## src/rtl/cpu_ctrl_pkg.sv

```systemverilog
// cpu_ctrl_pkg
// Types and constants shared by the CPU control unit and the exception
// sequencer: ALU operation codes, the exception FSM state encoding, cause
// codes and the default datapath mux select values used during an exception.
package cpu_ctrl_pkg;

    typedef enum logic [2:0] {
        ALU_LOAD = 3'd0,
        ALU_ADD  = 3'd1,
        ALU_SUB  = 3'd2,
        ALU_AND  = 3'd3,
        ALU_INC  = 3'd4,
        ALU_NEG  = 3'd5,
        ALU_XOR  = 3'd6,
        ALU_COMP = 3'd7
    } alu_op_t;

    // The encoding is visible on state_out and is relied on by debug tools.
    typedef enum logic [2:0] {
        EXC_IDLE  = 3'd0,
        EXC_SAVE  = 3'd1,
        EXC_FETCH = 3'd2,
        EXC_LOAD  = 3'd3,
        EXC_DONE  = 3'd4
    } exc_state_t;

    localparam logic CAUSE_OPCODE = 1'b0;
    localparam logic CAUSE_OVF    = 1'b1;

    localparam logic [3:0] IORD_VEC_DEFAULT  = 4'd2;  // address mux -> vector base 252
    localparam logic [3:0] PCSRC_VEC_DEFAULT = 4'd3;  // PC mux -> zero-extended vector byte
    localparam logic [3:0] SRCA_PC_DEFAULT   = 4'd0;  // ALU A -> PC
    localparam logic [3:0] SRCB_FOUR_DEFAULT = 4'd1;  // ALU B -> constant 4

endpackage

```

## src/rtl/exception_sequencer_if.sv

```systemverilog
// exception_sequencer_if
// Datapath control bundle driven by the exception sequencer while it owns the
// datapath. master = sequencer (drives), slave = control-unit forwarding mux.
//   alu_src_a/alu_src_b/alu_op : ALU operand selects and operation
//   epc_write/cause_write      : EPC and Cause register loads
//   int_cause                  : Cause mux select (0 opcode, 1 overflow)
//   iord/mem_wr                : memory address select, memory write (always 0)
//   treat_src                  : vector byte select within MemData
//   pc_source/pc_write         : PC mux select and PC load
// There is no handshake: the bundle is a set of level selects qualified by the
// sequencer's busy output, which the control unit uses to pick this bundle.
interface exception_sequencer_if;
    logic [3:0] alu_src_a;
    logic [3:0] alu_src_b;
    logic [2:0] alu_op;
    logic       epc_write;
    logic       cause_write;
    logic [3:0] int_cause;
    logic [3:0] iord;
    logic       mem_wr;
    logic       treat_src;
    logic [3:0] pc_source;
    logic       pc_write;

    modport master (
        output alu_src_a, alu_src_b, alu_op, epc_write, cause_write,
               int_cause, iord, mem_wr, treat_src, pc_source, pc_write
    );

    modport slave (
        input  alu_src_a, alu_src_b, alu_op, epc_write, cause_write,
               int_cause, iord, mem_wr, treat_src, pc_source, pc_write
    );
endinterface

```

## src/rtl/exc_wait_counter.sv

```systemverilog
// exc_wait_counter
// 4-bit load/decrement counter used to time the memory read of the vector.
//   clock, reset : rising-edge clock, asynchronous active-low reset
//   load         : load load_val (has priority over dec)
//   load_val     : value to load
//   dec          : decrement by one
//   zero         : count is zero
module exc_wait_counter (
    input  logic       clock,
    input  logic       reset,
    input  logic       load,
    input  logic [3:0] load_val,
    input  logic       dec,
    output logic       zero
);
    logic [3:0] count;

    always_ff @(posedge clock or negedge reset) begin
        if (!reset) begin
            count <= 4'd0;
        end else if (load) begin
            count <= load_val;
        end else if (dec) begin
            count <= count - 4'd1;
        end
    end

    assign zero = (count == 4'd0);
endmodule

```

## src/rtl/exception_sequencer.sv

```systemverilog
// exception_sequencer
// Multicycle sequencer that takes over the datapath on an exception: saves
// PC-4 into EPC and the cause into Cause, reads the handler byte from the
// vector region and loads it into PC.
//   clock, reset       : rising-edge clock, asynchronous active-low reset
//   opcode_exc/ovf_exc : exception requests, sampled only in IDLE
//   busy               : sequencer owns the datapath (selects ctrl bundle)
//   done               : one-cycle pulse, PC holds the handler address
//   double_fault       : sticky, a request arrived while busy
//   state_out          : current FSM state for debug
//   ctrl               : datapath control bundle (master side)
module exception_sequencer
    import cpu_ctrl_pkg::*;
#(
    parameter int         MEM_WAIT  = 2,
    parameter logic [3:0] IORD_VEC  = IORD_VEC_DEFAULT,
    parameter logic [3:0] PCSRC_VEC = PCSRC_VEC_DEFAULT,
    parameter logic [3:0] SRCA_PC   = SRCA_PC_DEFAULT,
    parameter logic [3:0] SRCB_FOUR = SRCB_FOUR_DEFAULT
) (
    input  logic                   clock,
    input  logic                   reset,
    input  logic                   opcode_exc,
    input  logic                   ovf_exc,
    output logic                   busy,
    output logic                   done,
    output logic                   double_fault,
    output logic [2:0]             state_out,
    exception_sequencer_if.master  ctrl
);
    exc_state_t state, state_nxt;
    logic       cause_q;
    logic       req;
    logic       cnt_load;
    logic       cnt_dec;
    logic       cnt_zero;

    assign req = opcode_exc | ovf_exc;

    exc_wait_counter u_wait (
        .clock    (clock),
        .reset    (reset),
        .load     (cnt_load),
        .load_val (4'(MEM_WAIT - 1)),
        .dec      (cnt_dec),
        .zero     (cnt_zero)
    );

    always_ff @(posedge clock or negedge reset) begin
        if (!reset) begin
            state        <= EXC_IDLE;
            cause_q      <= CAUSE_OPCODE;
            double_fault <= 1'b0;
        end else begin
            state <= state_nxt;
            // Overflow wins when both requests arrive together.
            if (state == EXC_IDLE && req) begin
                cause_q <= ovf_exc ? CAUSE_OVF : CAUSE_OPCODE;
            end
            // Requests during an active sequence are dropped, not queued.
            if ((state == EXC_SAVE || state == EXC_FETCH || state == EXC_LOAD) && req) begin
                double_fault <= 1'b1;
            end
        end
    end

    always_comb begin
        state_nxt         = state;
        busy              = 1'b0;
        done              = 1'b0;
        cnt_load          = 1'b0;
        cnt_dec           = 1'b0;
        ctrl.alu_src_a    = 4'd0;
        ctrl.alu_src_b    = 4'd0;
        ctrl.alu_op       = ALU_LOAD;
        ctrl.epc_write    = 1'b0;
        ctrl.cause_write  = 1'b0;
        ctrl.int_cause    = 4'd0;
        ctrl.iord         = 4'd0;
        ctrl.mem_wr       = 1'b0;
        ctrl.treat_src    = 1'b0;
        ctrl.pc_source    = 4'd0;
        ctrl.pc_write     = 1'b0;

        unique case (state)
            EXC_IDLE: begin
                if (req) state_nxt = EXC_SAVE;
            end
            EXC_SAVE: begin
                // EPC <= PC - 4 through the ALU; ALU overflow here is ignored.
                busy             = 1'b1;
                ctrl.alu_src_a   = SRCA_PC;
                ctrl.alu_src_b   = SRCB_FOUR;
                ctrl.alu_op      = ALU_SUB;
                ctrl.epc_write   = 1'b1;
                ctrl.cause_write = 1'b1;
                ctrl.int_cause   = {3'b000, cause_q};
                cnt_load         = 1'b1;
                state_nxt        = EXC_FETCH;
            end
            EXC_FETCH: begin
                // Counter was loaded with MEM_WAIT-1, so FETCH lasts MEM_WAIT cycles.
                busy      = 1'b1;
                ctrl.iord = IORD_VEC;
                if (cnt_zero) begin
                    state_nxt = EXC_LOAD;
                end else begin
                    cnt_dec = 1'b1;
                end
            end
            EXC_LOAD: begin
                // Overflow vector sits in the low byte, opcode vector in the high byte.
                busy           = 1'b1;
                ctrl.iord      = IORD_VEC;
                ctrl.treat_src = cause_q;
                ctrl.pc_source = PCSRC_VEC;
                ctrl.pc_write  = 1'b1;
                state_nxt      = EXC_DONE;
            end
            EXC_DONE: begin
                done      = 1'b1;
                state_nxt = EXC_IDLE;
            end
            default: begin
                state_nxt = EXC_IDLE;
            end
        endcase
    end

    assign state_out = state;
endmodule

```

## src/flat_wrapper.sv

```systemverilog
// flat-port wrapper written by rule: the top's interface ports become plain ports
module exception_sequencer_flat import cpu_ctrl_pkg::*;
#(
    parameter int         MEM_WAIT  = 2,
    parameter logic [3:0] IORD_VEC  = IORD_VEC_DEFAULT,
    parameter logic [3:0] PCSRC_VEC = PCSRC_VEC_DEFAULT,
    parameter logic [3:0] SRCA_PC   = SRCA_PC_DEFAULT,
    parameter logic [3:0] SRCB_FOUR = SRCB_FOUR_DEFAULT
)
  (clock, reset, opcode_exc, ovf_exc, busy, done, double_fault, state_out, ctrl_alu_src_a, ctrl_alu_src_b, ctrl_alu_op, ctrl_epc_write, ctrl_cause_write, ctrl_int_cause, ctrl_iord, ctrl_mem_wr, ctrl_treat_src, ctrl_pc_source, ctrl_pc_write);
  exception_sequencer_if ctrl_i ();
  input  logic clock;
  input  logic reset;
  input  logic opcode_exc;
  input  logic ovf_exc;
  output logic busy;
  output logic done;
  output logic double_fault;
  output logic [2:0] state_out;
  output wire logic [$bits(ctrl_i.alu_src_a)-1:0] ctrl_alu_src_a;
  output wire logic [$bits(ctrl_i.alu_src_b)-1:0] ctrl_alu_src_b;
  output wire logic [$bits(ctrl_i.alu_op)-1:0] ctrl_alu_op;
  output wire logic [$bits(ctrl_i.epc_write)-1:0] ctrl_epc_write;
  output wire logic [$bits(ctrl_i.cause_write)-1:0] ctrl_cause_write;
  output wire logic [$bits(ctrl_i.int_cause)-1:0] ctrl_int_cause;
  output wire logic [$bits(ctrl_i.iord)-1:0] ctrl_iord;
  output wire logic [$bits(ctrl_i.mem_wr)-1:0] ctrl_mem_wr;
  output wire logic [$bits(ctrl_i.treat_src)-1:0] ctrl_treat_src;
  output wire logic [$bits(ctrl_i.pc_source)-1:0] ctrl_pc_source;
  output wire logic [$bits(ctrl_i.pc_write)-1:0] ctrl_pc_write;
  assign ctrl_alu_src_a = ctrl_i.alu_src_a;
  assign ctrl_alu_src_b = ctrl_i.alu_src_b;
  assign ctrl_alu_op = ctrl_i.alu_op;
  assign ctrl_epc_write = ctrl_i.epc_write;
  assign ctrl_cause_write = ctrl_i.cause_write;
  assign ctrl_int_cause = ctrl_i.int_cause;
  assign ctrl_iord = ctrl_i.iord;
  assign ctrl_mem_wr = ctrl_i.mem_wr;
  assign ctrl_treat_src = ctrl_i.treat_src;
  assign ctrl_pc_source = ctrl_i.pc_source;
  assign ctrl_pc_write = ctrl_i.pc_write;
  exception_sequencer #(.MEM_WAIT(MEM_WAIT), .IORD_VEC(IORD_VEC), .PCSRC_VEC(PCSRC_VEC), .SRCA_PC(SRCA_PC), .SRCB_FOUR(SRCB_FOUR)) u_core (.clock(clock), .reset(reset), .opcode_exc(opcode_exc), .ovf_exc(ovf_exc), .busy(busy), .done(done), .double_fault(double_fault), .state_out(state_out), .ctrl(ctrl_i));
endmodule
```

## config.mk

```make
export PLATFORM = sky130hd
export DESIGN_NAME = exception_sequencer_flat
export DESIGN_NICKNAME = d
export VERILOG_FILES = /design/src/rtl/cpu_ctrl_pkg.sv /design/src/rtl/exception_sequencer_if.sv /design/src/rtl/exc_wait_counter.sv /design/src/rtl/exception_sequencer.sv /design/src/flat_wrapper.sv
export SDC_FILE = /design/constraint.sdc
export NUM_CORES = 1
export LEC_CHECK = 0
export ABC_AREA = 1
export BUFFER_PORTS_ARGS = -buffer_cell sky130_fd_sc_hd__buf_2
export CAP_MARGIN = 20
export CORE_MARGIN = 2
export CORE_UTILIZATION = 25
export CTS_BUF_LIST = sky130_fd_sc_hd__clkbuf_4 sky130_fd_sc_hd__clkbuf_8
export CTS_CLUSTER_DIAMETER = 100
export DETAILED_ROUTE_END_ITERATION = 8
export PLACE_DENSITY = 0.53
export SETUP_SLACK_MARGIN = 0.05
export SKIP_LAST_GASP = 1
export SYNTH_ARGS = -nofsm -noshare
export SYNTH_HDL_FRONTEND = slang
export SYNTH_SLANG_ARGS = --single-unit
```

## constraint.sdc

```tcl
create_clock -name clock -period 1.8 [get_ports clock]
set_input_delay 0.54 -clock clock [delete_from_list [all_inputs] [get_ports clock]]
set_output_delay 0.54 -clock clock [all_outputs]
set_load 0.02 [all_outputs]
```

; Yosys cells after proc, flatten, opt, wreduce, memory -nomap -nowiden
; Index checks and enable logic that the tools add are counted.
; W data, S select, Z words.
[classes]
addsub = 1
eq_ne = 6
mux = 18
bitwise_logic = 1
n_reduce_logical = 10
[ops]
columns = operator, count
row1 = $pmux W3 S4, 1
row2 = $mux W1, 10
row3 = $mux W4, 2
row4 = $eq A3 B2 Y1 const B, 2
row5 = $mux W2, 3
row6 = $mux W3, 2
row7 = $logic_not A4 Y1, 1
row8 = $ne A2 B1 Y1 const B, 2
row9 = $sub A4 B1 Y4 const B, 1
row10 = $eq A3 B1 Y1 const B, 1
row11 = $eq A3 B3 Y1 const B, 1
row12 = $logic_not A3 Y1, 1
row13 = $reduce_or A3 Y1, 1
row14 = $logic_and A1 B1 Y1, 2
row15 = $logic_or A1 B1 Y1, 2
row16 = $reduce_and A2 Y1, 1
row17 = $reduce_bool A2 Y1, 1
row18 = $reduce_or A2 Y1, 1
row19 = $or A1 B1 Y1, 1
[word_totals]
register_bits = 9
output_inout_bits = 34

; Depth between registers and ports, before layout
; Gate-level depths: netlist of run 1.
[logic_depth]
ltp_word = 5
depth_mapped = 7
depth_no_buf = 7

; Modules after synthesis
; A second synthesis of run 1 with hierarchy kept.
[unflattened]
cells_unflattened = 94
hier_area_um2 = 688.2
[by_module_without_submodules]
columns = module, n_inst, cells_each, area_each_um2, seq_area_each_um2
row1 = exception_sequencer, 1, 61, 451.7, 125.1
row2 = exc_wait_counter, 1, 33, 236.5, 100.1

; Worst setup path before layout of run 1
; No wires, ideal clock.
[synth_path]
kind = register to output
start = register u_core.state[1], in the netlist u_core.state_out[1]
end = output port ctrl_treat_src
arrival_time_ns = 1.353
required_ns = 1.260
slack_ns = -0.093
path_stages_with_launch = 5
path_buffers = 0
cell_sequence = dfrtp_1 > inv_2 > nor3_2 > inv_2 > nor2_2
[synth_via]
elab_chain_len = 2
[synth_lines]
columns = element, line_no
row1 = "start, declared", exception_sequencer.sv:31  ; exc_state_t state, state_nxt;
row2 = "start signal, assigned", exception_sequencer.sv:55  ; state <= state_nxt;
row3 = $eq A3 B2 Y1, exception_sequencer.sv:85  ; unique case (state)
row4 = $mux W1, exception_sequencer.sv:85
row5 = "end, declared", flat_wrapper.sv:28  ; output wire logic [$bits(ctrl_i.treat_src)-1:0] ctrl_treat_src;
; Every way passes these cells.

; Worst setup path in the final report of run 1
[layout_path]
start = register u_core.state[2], in the netlist u_core.state_out[2]
end = output port ctrl_treat_src
; The elaborated chain is that of the path after synthesis.

==> results.py, run 1 <==
metrics = {
    "cts": {
        "cts_tree": "done",
        "clkLatencyLatePin_ns": 0.26,
        "h-tree-depth": 1,
        "hold_buffers": 0,
        "cts_root_buf": "clkbuf_4",
        "clock-sinks": 9,
        "clkSlewWorstSetupHoldPaths_ns": 0.07,
        "clock_path_buffers": 2,
        "cts_made_buffers": 3,
    },
    "cells_and_area": {
        "fill_cells": 294,
        "area_growth_pct": 21.3,
        "layout.nets": 120,
        "layout-drive-gt1-share_pct": 45.1,
        "diodes": 0,
    },
    "floorplanning": {
        "initial_utilization_pct": 26.3,
        "die_y_um": 57.6,
        "core-area_mm2": 0.00273,
        "die_w_um": 57.6,
        "rows": 19,
        "die-area_mm2": 0.00332,
        "ios": 38,
    },
    "route": {
        "first_iter_violations": 14,
        "dr_total_vias": 565,
        "via_per_inst": 3.92,
        "drt_pass1_iterations": 3,
        "ant_nets": 0,
        "wire_per_inst_um": 9.25,
        "remaining_drc_errors": 0,
        "routed_wl_um": 1330,
    },
    "logic_synthesis": {
        "synth_flop_cell": "dfrtp_1",
        "synth_most_common_cell": "buf_4",
        "yosys_warnings": 0,
        "synth_common_cells": "23 x buf_4, 9 x dfrtp_1, 9 x nor2_1, 8 x nand2_1, 7 x inv_1",
        "ys_seq_area_share_pct": 31.4,
        "synth_edf_count": 0,
        "syn_area_per_cell_um2": 8.16,
        "async_flop_share_pct": 100,
        "ys_ff_latch": 9,
        "synthCells": 88,
        "synth.distinct_cells": 21,
        "synth_area_um2": 718,
        "synth_top_area_share_pct": 31.4,
        "synth_area_leaders": "dfrtp_1 31%, buf_4 24%, nor2_1 4.7%",
        "yosysTopAreaCell": "dfrtp_1",
    },
    "global_route": {
        "grt_pass1_wl_um": 2250,
        "grt_pass1_vias": 526,
        "antenna_found_initial": 0,
        "grt_usage_pct": 8.76,
        "grt_max_degree": 10,
        "gr-total-overflow": 0,
    },
    "critical_path": {
        "worst-path-max-fanout": 4,
        "cp-end-kind": "output port",
        "ff2ff_path_depth": 7,
        "setup.worst_path.start_class": "flip-flop",
        "worstPathArrival_ns": 1.23,
        "cpPeakStageDelay_ns": 0.45,
        "path_cells": "nor3_4 > inv_2 > nor2_4 > buf_6",
        "cp_data_required_time_ns": 1.26,
        "critPathSlowestCell": "dfrtp_2",
        "critPathKind": "flip-flop to output port",
    },
    "timing": {
        "drv_slew": 0,
        "fin_worst_skew_ns": 0.00280,
        "finalCriticalPeriod_ns": 1.77,
        "whs_ns": 0.120,
        "setup_tns_ns": 0,
        "hold_violations": 0,
        "period_share_pct": 98.6,
        "fmaxAchievable_mhz": 564,
        "setup_violations": 0,
        "rsz0062_at_grt": "true",
        "timing.final.ws_setup_ns": 0.0255,
    },
    "min_path": {
        "hold_class": "input port to async pin",
    },
    "status": {
        "outcome": "complete, no violations",
    },
    "place": {
        "place_hpwl_um": 1010,
        "port_buffers": 19,
        "dp_worst_setup_slack_ns": 0.240,
        "gp_congestion": 0.789,
    },
    "power_and_ir_drop": {
        "p_per_area_mw_per_mm2": 1880,
        "totalPowerFinal_uw": 1640,
        "vdd_drop_max_uv": 879,
        "power_leakage_uw": 0.000476,
    },
    "flow_run": {
        "drv_cap": 0,
    },
}
-- critical path: cells and delay by family (launching register included) --
| kind | cells | cell delay [ns] |
|---|---|---|
| buf+inv | 2 | 0.19 |
| flops | 1 | 0.45 |
| simple gates | 2 | 0.33 |
-- sequential cells by signal (all words and copies together), names as in the netlist --
| name | count |
|---|---|
| u_core.double_fault | 1 |
| u_core.state_out | 3 |
| u_core.u_wait.count | 4 |
| u_core.cause_q | 1 |
-- final timing paths --
| kind | from | to | slack [ns] |
|---|---|---|---|
| min in group clock | u_core.double_fault | u_core.double_fault | 0.45 |
| max in group asynchronous | reset | u_core.state_out[2] | 1.48 |
| max reg2reg | u_core.u_wait.count[0] | u_core.u_wait.count[2] | 0.55 |
| max | u_core.state_out[2] | ctrl_treat_src | 0.03 |
| min | reset | u_core.u_wait.count[2] | 0.12 |
| min reg2reg | u_core.double_fault | u_core.double_fault | 0.45 |
-- power breakdown --
group	internal, uW	total [uW]	leakage [uW]	switching [uW]
clock	82.1	159	0.0000177	76.9
combinational	437	1150	0.000350	717
sequential	273	328	0.000108	54.7
-- through the flow --
| step | util [%] | cell area, um2 | std cells |
|---|---|---|---|
| after floorplan | - | 788 | 105 |
| after global placement | 27.7 | 757 | 133 |
| after detailed placement | 27.7 | 757 | 133 |
| after CTS | 30.7 | 838 | 143 |
| after global routing | 31.9 | 871 | 144 |
| final | 31.9 | 871 | 144 |
-- layout make-up --
type                    count  area [um2]  area share, %
flip-flops and latches      9         226           26.0
clock inverters             1        5.00          0.575
multi-input cells          62         364           41.8
repair buffers             27         173           19.8
well taps                  31        38.8           4.45
inverters                  11        41.3           4.74
clock buffers               3        22.5           2.59
-- cell usage in the layout, fill, tap and decap left out, types with 3 or more instances in the layout --
cell type  netlist  final
buf_2            0     15
buf_4           23     10
clkbuf_4         0      3
conb_1           1     18
dfrtp_1          9      8
inv_1            7      6
inv_2            4      5
nand2_1          8      8
nand2_4          3      3
nand3_1          5      5
nor2_1           9      7
nor2_2           3      3
nor2_4           2      4
nor3_1           3      3
-- kinds of logic (layout without fill, tap and decap cells) --
kind of cell | after synthesis | after routing | share of synthesized area, %
AO/OA/AOI/OAI | 4 | 4 | 3.66
flip-flops | 9 | 9 | 31.4
other | 1 | 18 | 0.522
XOR/XNOR | 1 | 1 | 1.22
AND/OR/NAND/NOR | 37 | 37 | 30.0
adder cells (fa/ha/maj) | 2 | 2 | 3.48
buffers and inverters | 34 | 42 | 29.8
-- what timing repair did --
| action | CTS | global route |
|---|---|---|
| setup endpoints to repair | 10 | 11 |
| resized for setup | 4 | 7 |
| endpoints found under the hold margin | 0 | 0 |
| pin swaps | 1 | 1 |
| setup buffers | 6 | 1 |
-- routing by layer --
metal	wire length [um]	global-route usage (%)
met5	0	0
met4	6	3.99
met3	101	2.04
met2	700	15.3
met1	524	10.1
No activity file was read; power rests on OpenSTA's default activity.
==> run 2, diff against run 1 <==
--- a/config.mk
+++ b/config.mk
@@ -18,4 +18,5 @@
 export SKIP_LAST_GASP = 1
 export SYNTH_ARGS = -nofsm -noshare
 export SYNTH_HDL_FRONTEND = slang
+export SYNTH_HIERARCHICAL = 1
 export SYNTH_SLANG_ARGS = --single-unit
==> run 2 against run 1 <==
Sequential share of layout area rose by 0.72 points; clock skew rose by 0.0015 ns; largest power group unchanged; cell count rose by 4.9%; critical path type unchanged; sequential power rose by 19%.
==> results.py, run 2 <==
metrics = {
    "timing": {
        "setup_violations": 0,
        "drv_slew": 0,
        "rsz0062_at_grt": "true",
        "timing.final.ws_setup_ns": 0.105,
        "finalCriticalPeriod_ns": 1.70,
        "fin_worst_skew_ns": 0.00428,
        "hold_violations": 0,
        "setup_tns_ns": 0,
        "fmaxAchievable_mhz": 590,
        "period_share_pct": 94.2,
    },
    "logic_synthesis": {
        "async_flop_share_pct": 100,
        "synth.distinct_cells": 17,
        "synth_area_um2": 688,
        "yosysTopAreaCell": "dfrtp_1",
        "synth_top_area_share_pct": 32.7,
        "ys_seq_area_share_pct": 32.7,
        "synth_flop_cell": "dfrtp_1",
        "syn_area_per_cell_um2": 7.32,
        "synth_area_leaders": "dfrtp_1 33%, buf_4 25%, nand2_1 9.8%",
        "synth_common_cells": "23 x buf_4, 18 x nand2_1, 14 x inv_1",
        "synth_most_common_cell": "buf_4",
        "yosys_warnings": 6,
        "synth_edf_count": 0,
        "ys_ff_latch": 9,
        "synthCells": 94,
    },
    "critical_path": {
        "r2r_start": "u_core/u_wait/count[0]",
        "regToRegSetupSlack_ns": 0.23,
        "worstPathArrival_ns": 1.16,
        "setup.worst_path.start_class": "flip-flop",
        "cp_data_required_time_ns": 1.26,
        "cp-end-kind": "output port",
        "ff2ff_path_depth": 9,
        "critPathKind": "flip-flop to output port",
        "worst-path-max-fanout": 4,
        "r2r-end": "u_core/u_wait/count[3]",
        "startpoint": "u_core/state_out[2]",
    },
    "global_route": {
        "grt_usage_pct": 8.81,
        "grt_max_degree": 10,
        "grt_pass1_vias": 472,
        "grt_pass1_wl_um": 2140,
        "antenna_found_initial": 0,
        "gr-total-overflow": 0,
    },
    "flow_run": {
        "drv_cap": 0,
    },
    "cells_and_area": {
        "multi_input_area_um2": 329,
        "regArea_um2": 228,
        "diodes": 0,
        "layout_commonest_cell": "conb_1",
        "fin_area_um2": 852,
        "final_cells": 151,
        "layout-drive-gt1-share_pct": 35.8,
        "layout.nets": 126,
        "fill_cells": 302,
        "area_growth_pct": 23.8,
        "largest_reg_flops": 4,
        "largest_register": "u_core/u_wait/count",
        "mostFrequentLayoutCells": "22 x conb_1, 17 x buf_4, 17 x nand2_1",
    },
    "cts": {
        "clock-sinks": 9,
        "h-tree-depth": 1,
        "cts_tree": "done",
        "clock_path_buffers": 2,
        "clkSlewWorstSetupHoldPaths_ns": 0.06,
        "clkLatencyLatePin_ns": 0.26,
        "cts_made_buffers": 3,
        "cts_root_buf": "clkbuf_4",
    },
    "place": {
        "dp_worst_setup_slack_ns": 0.170,
        "port_buffers": 19,
        "place_hpwl_um": 957,
        "gp_congestion": 0.740,
        "dp.cells": 141,
        "place_area_um2": 724,
    },
    "floorplanning": {
        "ios": 38,
        "die_w_um": 56.5,
        "rows": 19,
        "core-area_mm2": 0.00269,
        "die-area_mm2": 0.00319,
        "die_y_um": 56.5,
        "initial_utilization_pct": 25.6,
    },
    "route": {
        "routed_wl_um": 1300,
        "drt_pass1_iterations": 2,
        "remaining_drc_errors": 0,
        "dr_total_vias": 567,
        "wire_per_inst_um": 8.59,
        "via_per_inst": 3.75,
        "first_iter_violations": 1,
        "ant_nets": 0,
    },
    "power_and_ir_drop": {
        "power_leakage_uw": 0.000504,
        "vdd_drop_max_uv": 877,
        "p_per_area_mw_per_mm2": 2010,
    },
    "status": {
        "outcome": "complete, no violations",
    },
    "min_path": {
        "hold_class": "input port to async pin",
    },
}
-- run 2: where the power goes --
part / total, uW / switching (uW) / internal (uW)
Combinational: 1150 / 689 / 459
Sequential: 391 / 92.7 / 299
Clock: 172 / 71.8 / 101
-- run 2: stage by stage --
stage / utilization (%) / hold slack [ns] / total power [uW]
after floorplan: - / 0.244 / 1160
after global placement: 27.0 / 0.413 / 1300
after detailed placement: 27.0 / 0.410 / 1310
after CTS: 29.8 / 0.122 / 1610
after global routing: 31.7 / 0.131 / 1870
final: 31.7 / 0.124 / 1710
-- run 2: layout make-up --
class                           count  area share, %
Timing Repair Buffer               25           19.7
Sequential cell                     9           26.7
Clock buffer                        4           3.52
Inverter                           15           6.90
Tap cell                           31           4.55
Multi-Input combinational cell     67           38.6
-- run 2: per-layer routing --
metal  track usage (%)  vias up  part of all wire (%)
li1                  -      293                     -
met1              10.5      249                    42
met2              14.5       25                    49
met3              4.61        0                   9.3
met4              1.02        0                     0
met5                 0        -                     0
-- run 2: worst max-delay path: stages (launching register included) --
cell,delay [ns]
dfrtp_2,0.44
inv_2,0.11
nand3_4,0.10
nor2_1,0.10
buf_4,0.14
-- run 2: how the worst max path moves through the flow --
stage,endpoint,slack (ns),depth (start not counted)
after floorplan,ctrl_pc_source[0],0.06,5
final,ctrl_int_cause[0],0.10,4
after global placement,ctrl_cause_write,0.20,4
after detailed placement,ctrl_alu_src_b[0],0.17,4
after global routing,ctrl_treat_src,0.02,5
after CTS,ctrl_pc_source[1],0.05,4
-- run 2: cell families (layout without fill, tap and decap cells) --
group	after synthesis	after routing	share of synthesized area, %
and+or+nand+nor	40	40	25.8
buffers and inverters	38	44	33.3
DFF	9	9	32.7
AOI/OAI and AO/OA	3	3	4.00
other	2	22	1.09
adders and majority gates	1	1	1.82
xor gates and xnor gates	1	1	1.27
-- run 2: what timing repair did --
action,CTS,global route
setup buffers,4,2
cloned,0,0
pin swaps,0,3
hold endpoints to repair,0,0
gates resized for setup,7,13
setup endpoints to repair,7,12
hold buffers,0,0
